**config.mk**
```make
export PLATFORM = sky130hd
export DESIGN_NAME = dds_freq_meter
export DESIGN_NICKNAME = d
export VERILOG_FILES = /design/src/rtl/dds_freq_meter.sv
export SDC_FILE = /design/constraint.sdc
export NUM_CORES = 1
export LEC_CHECK = 0
export CORE_ASPECT_RATIO = 1.4
export CORE_MARGIN = 3
export CORE_UTILIZATION = 40
export CTS_BUF_LIST = sky130_fd_sc_hd__clkbuf_4 sky130_fd_sc_hd__clkbuf_8 sky130_fd_sc_hd__clkbuf_16
export CTS_CLUSTER_SIZE = 14
export DETAILED_ROUTE_END_ITERATION = 8
export GPL_ROUTABILITY_DRIVEN = 0
export PLACE_DENSITY = 0.63
export SLEW_MARGIN = 20
export SYNTH_ARGS = -nofsm -noshare
export SYNTH_HDL_FRONTEND = slang
export SYNTH_SLANG_ARGS = --single-unit
export TNS_END_PERCENT = 10
```
**constraint.sdc**
```tcl
create_clock -name clk -period 2.25 [get_ports clk]
set_input_delay 0.5625 -clock clk [delete_from_list [all_inputs] [get_ports clk]]
set_output_delay 0.5625 -clock clk [all_outputs]
set_load 0.03 [all_outputs]
```
**src/rtl/dds_freq_meter.sv**
```systemverilog
// dds_freq_meter: hysteretic mid-scale crossing period meter; FREQ_METER_FWORD_EN adds frequency-word recovery
module dds_freq_meter #(
  parameter int unsigned DATA_W      = 14,
  parameter int unsigned MID         = 8192,
  parameter int unsigned HYST        = 64,
  parameter int unsigned NUM_PERIODS = 16,
  parameter logic [31:0] TIMEOUT_CYC = 32'h0100_0000
) (
  input  logic              clk,
  input  logic              rst_n,
  input  logic              start_i,
  input  logic [DATA_W-1:0] din_i,
  input  logic              din_valid_i,
  output logic              busy_o,
  output logic              done_o,
  output logic              timeout_o,
  output logic [31:0]       period_cnt_o,
  output logic [31:0]       fword_est_o
);
  localparam logic [DATA_W:0] HI     = (DATA_W+1)'(MID + HYST);
  localparam logic [DATA_W:0] LO     = (DATA_W+1)'(MID - HYST);
  localparam logic [8:0]      P_LAST = 9'(NUM_PERIODS - 1);
  typedef enum logic [2:0] {
    IDLE,
    ARM,
    COUNT,
`ifdef FREQ_METER_FWORD_EN
    DIV,
`endif
    DONE
  } state_t;
  state_t            state_q, state_d;
  logic [DATA_W-1:0] din_q;
  logic              vld_q, s_q, s_d, x_q;
  logic [31:0]       c_q, c_d, wd_q, wd_d, period_q, period_d;
  logic [8:0]        p_q, p_d;
  logic              timeout_q, timeout_d, wd_lim, last, abort;
  // Schmitt trigger on the registered sample; held through invalid samples
  assign s_d    = !vld_q ? s_q :
                  ({1'b0, din_q} >= HI) ? 1'b1 :
                  ({1'b0, din_q} <  LO) ? 1'b0 : s_q;
  assign wd_lim = wd_q >= TIMEOUT_CYC - 32'd1;
  assign last   = x_q && p_q == P_LAST;
  assign abort  = wd_lim && ((state_q == ARM && !x_q) || (state_q == COUNT && !last));
`ifdef FREQ_METER_FWORD_EN
  logic [31:0] r_q, r_d, q_q, q_d, fword_q, fword_d;
  logic [32:0] r_sh;
  logic [5:0]  k_q, k_d;
  logic        ge;
  assign r_sh = {r_q, 1'b0};
  assign ge   = r_sh >= {1'b0, period_q};
`endif
  // Measurement sequencing, counters and the restoring divider step
  always_comb begin
    state_d   = state_q;
    c_d       = c_q + 32'd1;
    p_d       = p_q;
    wd_d      = wd_q + 32'd1;
    timeout_d = timeout_q;
    period_d  = period_q;
`ifdef FREQ_METER_FWORD_EN
    fword_d   = fword_q;
    r_d       = r_q;
    q_d       = q_q;
    k_d       = '0;
`endif
    case (state_q)
      IDLE: begin
        wd_d = '0;
        if (start_i) begin
          state_d   = ARM;
          timeout_d = 1'b0;
        end
      end
      ARM: begin
        c_d = '0;
        p_d = '0;
        if (x_q) state_d = COUNT;
      end
      COUNT: begin
        p_d = p_q + 9'(x_q);
        if (last) begin
          period_d = c_q + 32'd1;
`ifdef FREQ_METER_FWORD_EN
          state_d  = DIV;
`else
          state_d  = DONE;
`endif
        end
      end
`ifdef FREQ_METER_FWORD_EN
      DIV: begin
        k_d = k_q + 6'd1;
        r_d = (k_q == 6'd0) ? 32'(NUM_PERIODS) : ge ? 32'(r_sh - {1'b0, period_q}) : r_sh[31:0];
        q_d = (k_q == 6'd0) ? '0 : {q_q[30:0], ge};
        if (k_q == 6'd32) begin
          state_d = DONE;
          fword_d = (period_q <= 32'(NUM_PERIODS)) ? '1 : {q_q[30:0], ge};
        end
      end
`endif
      DONE:    state_d = IDLE;
      default: state_d = IDLE;
    endcase
    if (abort) begin
      state_d   = DONE;
      timeout_d = 1'b1;
      period_d  = '0;
`ifdef FREQ_METER_FWORD_EN
      fword_d   = '0;
`endif
    end
  end
  // State, input stage, Schmitt state and crossing pulse registers
  always_ff @(posedge clk or negedge rst_n) begin
    if (!rst_n) begin
      state_q   <= IDLE;
      din_q     <= '0;
      vld_q     <= 1'b0;
      s_q       <= 1'b0;
      x_q       <= 1'b0;
      c_q       <= '0;
      p_q       <= '0;
      wd_q      <= '0;
      timeout_q <= 1'b0;
      period_q  <= '0;
`ifdef FREQ_METER_FWORD_EN
      fword_q   <= '0;
      r_q       <= '0;
      q_q       <= '0;
      k_q       <= '0;
`endif
    end else begin
      state_q   <= state_d;
      din_q     <= din_i;
      vld_q     <= din_valid_i;
      s_q       <= s_d;
      x_q       <= s_d & ~s_q;
      c_q       <= c_d;
      p_q       <= p_d;
      wd_q      <= wd_d;
      timeout_q <= timeout_d;
      period_q  <= period_d;
`ifdef FREQ_METER_FWORD_EN
      fword_q   <= fword_d;
      r_q       <= r_d;
      q_q       <= q_d;
      k_q       <= k_d;
`endif
    end
  end
  assign busy_o       = state_q != IDLE && state_q != DONE;
  assign done_o       = state_q == DONE;
  assign timeout_o    = timeout_q;
  assign period_cnt_o = period_q;
`ifdef FREQ_METER_FWORD_EN
  assign fword_est_o  = fword_q;
`else
  assign fword_est_o  = '0;
`endif
endmodule
```
Word level (Yosys, flattened, before mapping). Index checks and enable logic that the tools add are counted.

$add $sub $neg: 3. Order comparisons: 3. Equal/unequal tests: 8. Multiplexer cells: 17. Bitwise logic cells: 2. Reduce and logical (&&, ||, !) cells: 18.

Operator list (number): 2-to-1 mux 32 bit (5); adder 32 x 1 -> 32 bit, second input constant (2); greater-or-equal comparator 32 x 24 -> 1 bit, second input constant (1); one-hot mux 9 bit (2 select lines) (1); greater-or-equal comparator 14 bit, second input constant (1); less-than comparator 14 x 13 -> 1 bit, second input constant (1); 2-to-1 mux 3 bit (4); nonzero test 2 bit (5); adder 9 x 1 -> 9 bit (1); == test 9 x 4 -> 1 bit, second input constant (1); != test 3 bit, second input constant (3); one-hot mux 3 bit (3 select lines) (1); == test 3 x 2 -> 1 bit, second input constant (2); 2-to-1 mux 1 bit (6); logical AND 1 bit (5); AND reduction 2 bit (2); == test 3 x 1 -> 1 bit, second input constant (1); logical NOT 3 bit (1); != test 3 x 2 -> 1 bit, second input constant (1); AND reduction 3 bit (1); nonzero test 3 bit (1); logical NOT 1 bit (2); AND 1 bit (1); logical OR 1 bit (1); NOT 1 bit (1).

Flip-flop bits (word level): 126. Input port bits: 18. Output and inout port bits: 67. Word-level logic and storage cells: 61.

Depth between registers and ports, before layout.
Depth in word-level cells: 8. Mapped depth: 10. Mapped depth without buffers: 7.

Least setup slack after synthesis. OpenSTA, ideal clock, no wires.

Kind: register -> register. From: register state_q[0]. To: register period_q[0] (netlist: period_cnt_o[0]). Library setup time: 132 ps. Data arrival time: 2087 ps. Required time: 2118 ps. Slack: 31 ps. Stages on the path, launching flop included: 11. Buffers on the path: 3. Period minus slack after synthesis: 2219 ps. Cell sequence: dfrtp_1 -> inv_1 -> ha_1 -> clkbuf_1 -> inv_1 -> or4_1 -> buf_2 -> nand3_2 -> o22ai_4 -> buf_6 -> o2bb2ai_1.

Cells in the longest elaborated chain, start to end: 6. Elaborated cells on any way between the ends: 10. Classes of those cells: eq/ne (2); mux (1); reduce/logical (7).

RTL lines: start, declared (RTL line 32) `state_t state_q, state_d;`; start signal, assigned (RTL line 134) `state_q <= state_d;`; == test 3 x 1 -> 1 bit or == test 3 x 2 -> 1 bit (tied branches) (RTL line 44, 67); logical AND 1 bit (RTL line 44) `assign abort = wd_lim && ((state_q == ARM && !x_q) || (state_q == COUNT && !last));`; logical OR 1 bit (RTL line 44); logical AND 1 bit (RTL line 44); nonzero test 2 bit (no line); AND reduction 2 bit (no line); end signal, assigned (RTL line 143) `period_q <= period_d;`; end, declared (RTL line 35) `logic [31:0] c_q, c_d, wd_q, wd_d, period_q, period_d;`.

Several ways; a longest one is shown, not always the timed one. A chain may end at the register's enable or synchronous reset.

Worst setup path in the final report.
From: register p_q[5]. To: register period_q[1] (netlist: period_cnt_o[1]).

Cells in the longest elaborated chain, start to end: 8. Elaborated cells on any way between the ends: 10. Classes of those cells: eq/ne (1); mux (1); reduce/logical (8).

RTL lines: start, declared (RTL line 36) `logic [8:0] p_q, p_d;`; start signal, assigned (RTL line 140) `p_q <= p_d;`; == test 9 x 4 -> 1 bit * (RTL line 43) `assign last = x_q && p_q == P_LAST;`; logical AND 1 bit * (RTL line 43); logical NOT 1 bit (RTL line 44); logical AND 1 bit (RTL line 44); logical OR 1 bit (RTL line 44); logical AND 1 bit (RTL line 44); nonzero test 2 bit (no line); AND reduction 2 bit (no line).

Every way passes the cells marked *; elsewhere a longest branch is shown, timed or not.

==> impl_metrics.csv <==
group,metric,value,unit
run_status,status,"finished, final reports clean",
clocking,cts_sinks,119,
yosys,synth_ff_type,"dfrtp_1",
cells_and_area,multi_input_area,2236,um^2
detailed_routing,wl_per_cell,13.56,um
floorplanning,die-area,15100,um^2
timing,setup_viol,0,
setup_path,worstRegToRegCells,5,
clocking,htree_levels,4,
run,cap_violations,0,
yosys,synth_compound_area_frac,0.07701,
timing,fmax,0.4547,GHz
pwr,p_leak,2.995,nW
place,portBuffers,46,
global_route,grt_pass1_vias,3959,
clocking,postCtsSetupRepairBufs,0,
clocking,cts_tree,"done",
cells_and_area,diodes,0,
detailed_routing,drt-initial-drc-count,176,
setup_path,ff2ff_setup_slack,0.05,ns
cells_and_area,layoutNonFillerInstCount,776,
timing,rsz0062_at_grt,"true",
place,dpl_cell_area,6116,um^2
pwr,swShare,0.2702,
cells_and_area,fin_nets,611,
floorplanning,io_pins,85,
cells_and_area,postLayoutCoreUtil,0.5122,
yosys,synth-edff-count,0,
floorplanning,start_util,0.4161,
pwr,combinationalPowerShare,0.150,
yosys,postSynthCellCount,516,
setup_path,setup.worst_path.start_class,"flip-flop",
setup_path,cp_data_arrival_time,2.48,ns
clocking,cts_made_buffers,17,
yosys,synth-seq-area-share,0.5455,
floorplanning,num_rows,49,
setup_path,reg2reg_from,"p_q[5]",
setup_path,path_class,"flip-flop to flip-flop",
timing,finClkSkew,0.01719,ns
pwr,internal_power,4.333,mW
timing,slew_viol_final,0,
place,dp_cells,744,
yosys,synth_xor_area_frac,0.09787,
setup_path,crit_fanout,32,
cells_and_area,drive_gt1_frac,0.1020,
clocking,ctsHoldBuffers,0,
yosys,yosys_warnings,0,
timing,hold_violations,0,
floorplanning,die_w,104.7,um
floorplanning,fp.coreArea,13120,um^2
clocking,clockBufferDepth,2,
pwr,power.share.clock,0.456,
yosys,synth_top_family_by_area,"simple AND/OR/NAND/NOR gates",
detailed_routing,drtPass1Iterations,6,
timing,tightest_slew,0.9762,ns
clocking,insertion_delay,0.40,ns
yosys,syn_area,5459,um^2
timing,relSlewSlack,0.3492,
cells_and_area,register_area,2978,um^2
setup_path,cp.required,2.53,ns
cells_and_area,postLayoutCellArea,6720,um^2
timing,layout_worst_path_cycle_share,0.9775,
setup_path,r2r-end,"period_cnt_o[1]",
pwr,p_seq_frac,0.394,
floorplanning,die_h,144.2,um
detailed_routing,via_per_inst,5.026,
yosys,synth-simple-area-share,0.1918,
global_route,grt_pass1_wl,18340,um
global_route,grt.total_usage,0.1488,
yosys,synth.distinct_cells,38,
pwr,p_switching,1.605,mW
detailed_routing,drtAntennaViolNets,0,
yosys,synthMuxAreaShare,0.001834,
global_route,antenna_found_initial,0,
timing,fin_crit,2.199,ns
yosys,avgSynthCellArea,10.58,um^2
setup_path,cp-end-kind,"flip-flop",
yosys,synth-seq-cells,119,
timing,finalWorstSetupSlack,0.05072,ns
clocking,clk_pin_slew,0.05,ns
global_route,grt_max_degree,59,
place,place_ws,0.009067,ns
detailed_routing,route.detailed.drc,0,
clocking,cts-root-buf,"clkbuf_16",
yosys,synth-adder-area-share,0.01834,
cells_and_area,area_growth,23.10,%
global_route,grt_remaining_overflow,0,
worst_hold_path,hold_class,"input port to async pin",
place,place.detailed.hpwl,7257,um
detailed_routing,routed_wl,10520,um
pwr,peakVddDrop,0.4632,mV
cells_and_area,fillers,1186,
yosys,async_flop_share,1.000,
detailed_routing,vias,3900,
pwr,power_density,883.6,nW/um^2
cells by family after synthesis:
kind of cell / after synthesis
AO/OA/AOI/OAI: 55
XOR/XNOR: 61
flip-flops: 119
buffers and inverters: 59
AND/OR/NAND/NOR: 212
multiplexers: 1
other: 1
adder cells (fa/ha/maj): 8
layout by cell type, fill, tap and decap left out, drive strengths merged, types with 3 or more instances in the layout:
| cell | count |
|---|---|
| a21oi | 7 |
| and3 | 12 |
| buf | 24 |
| bufinv | 3 |
| clkbuf | 23 |
| clkdlybuf4s50 | 43 |
| clkinv | 4 |
| conb | 32 |
| dfrtp | 119 |
| ha | 8 |
| inv | 10 |
| nand2 | 29 |
| nand3 | 34 |
| nand4 | 26 |
| nor2 | 76 |
| nor2b | 5 |
| nor3 | 7 |
| nor4 | 9 |
| o21ai | 11 |
| o2bb2ai | 31 |
| or3 | 5 |
| xnor2 | 17 |
| xor2 | 44 |
worst max-delay path by stage:
stage                          start               to  slack (ns)  cells after the start
after global placement        p_q[5]  period_cnt_o[1]        0.06                      5
after floorplan           state_q[0]  period_cnt_o[0]        0.03                     10
final                         p_q[5]  period_cnt_o[1]        0.05                      5
after global routing          p_q[5]  period_cnt_o[1]       -0.03                      5
after CTS                     p_q[5]  period_cnt_o[1]      -0.006                      5
after detailed placement      p_q[5]  period_cnt_o[1]       0.009                      5
Yosys cell counts (2+ instances only):
master	n	area, um^2
nor3_1	7	35.03
nand4_1	26	162.7
buf_6	3	33.78
ha_1	8	100.1
dfrtp_1	119	2978
nand3_1	33	165.2
inv_1	10	37.54
xnor2_1	17	148.9
nand4b_1	2	17.52
or3_1	5	31.28
nor2b_1	5	31.28
nand2_1	29	108.9
nor4_2	2	25.02
nor4_1	7	43.79
and3_1	12	75.07
a21oi_1	7	35.03
clkbuf_1	13	48.80
and4_1	2	17.52
o2bb2ai_1	31	271.5
xor2_1	44	385.4
buf_4	32	240.2
o21ai_0	11	55.05
nor2_1	76	285.3
sequential cells by signal (all words and copies together) (netlist names):
name          flops
period_cnt_o     32
s_q               1
vld_q             1
timeout_o         1
din_q             8
p_q               9
wd_q             32
state_q           2
c_q              32
x_q               1
critical path, stage by stage, from the launching register on:
cell and delay [ns]:
dfrtp_1 0.37, or4b_1 0.59, or4_4 0.45, nand3_2 0.11, o22ai_4 0.25, a32o_1 0.31
cell type report:
cell class | instances | area share
Tap cell | 178 | 0.03314
Sequential cell | 119 | 0.4431
Timing Repair Buffer | 68 | 0.09589
Clock inverter | 9 | 0.01862
Multi-Input combinational cell | 369 | 0.3327
Inverter | 10 | 0.005586
Clock buffer | 23 | 0.07094
stage by stage:
| step | hold slack (ns) | power [mW] | setup TNS, ns |
|---|---|---|---|
| 2_1_floorplan | 0.2669 | 3.018 | 0 |
| 4_1_cts | 0.05613 | 6.019 | -0.005530 |
| 5_1_grt | 0.06775 | 6.227 | -0.04517 |
| 3_3_place_gp | 0.4266 | 3.243 | 0 |
| 6_report | 0.05915 | 5.938 | 0 |
| 3_5_place_dp | 0.4405 | 3.274 | 0 |
power groups by stage:
stage	registers (mW)	logic, mW	clock network [mW]
2_1_floorplan	2.35	0.663	0
3_3_place_gp	2.36	0.879	0
3_5_place_dp	2.37	0.901	0
4_1_cts	2.34	0.904	2.78
5_1_grt	2.35	0.997	2.88
6_report	2.34	0.891	2.71
metal layers:
metal / up-vias / routed length, um / global-route usage
li1: 1864 / - / -
met1: 1943 / 4568 / 0.1774
met2: 84 / 5493 / 0.2638
met3: 9 / 383 / 0.03752
met4: 0 / 76 / 0.04907
met5: - / 0 / 0
timing repair:
action | CTS | global route
pin swaps | 0 | 1
setup endpoints to repair | 2 | 23
resized for setup | 1 | 1
Power figures use the tool's default switching activity.
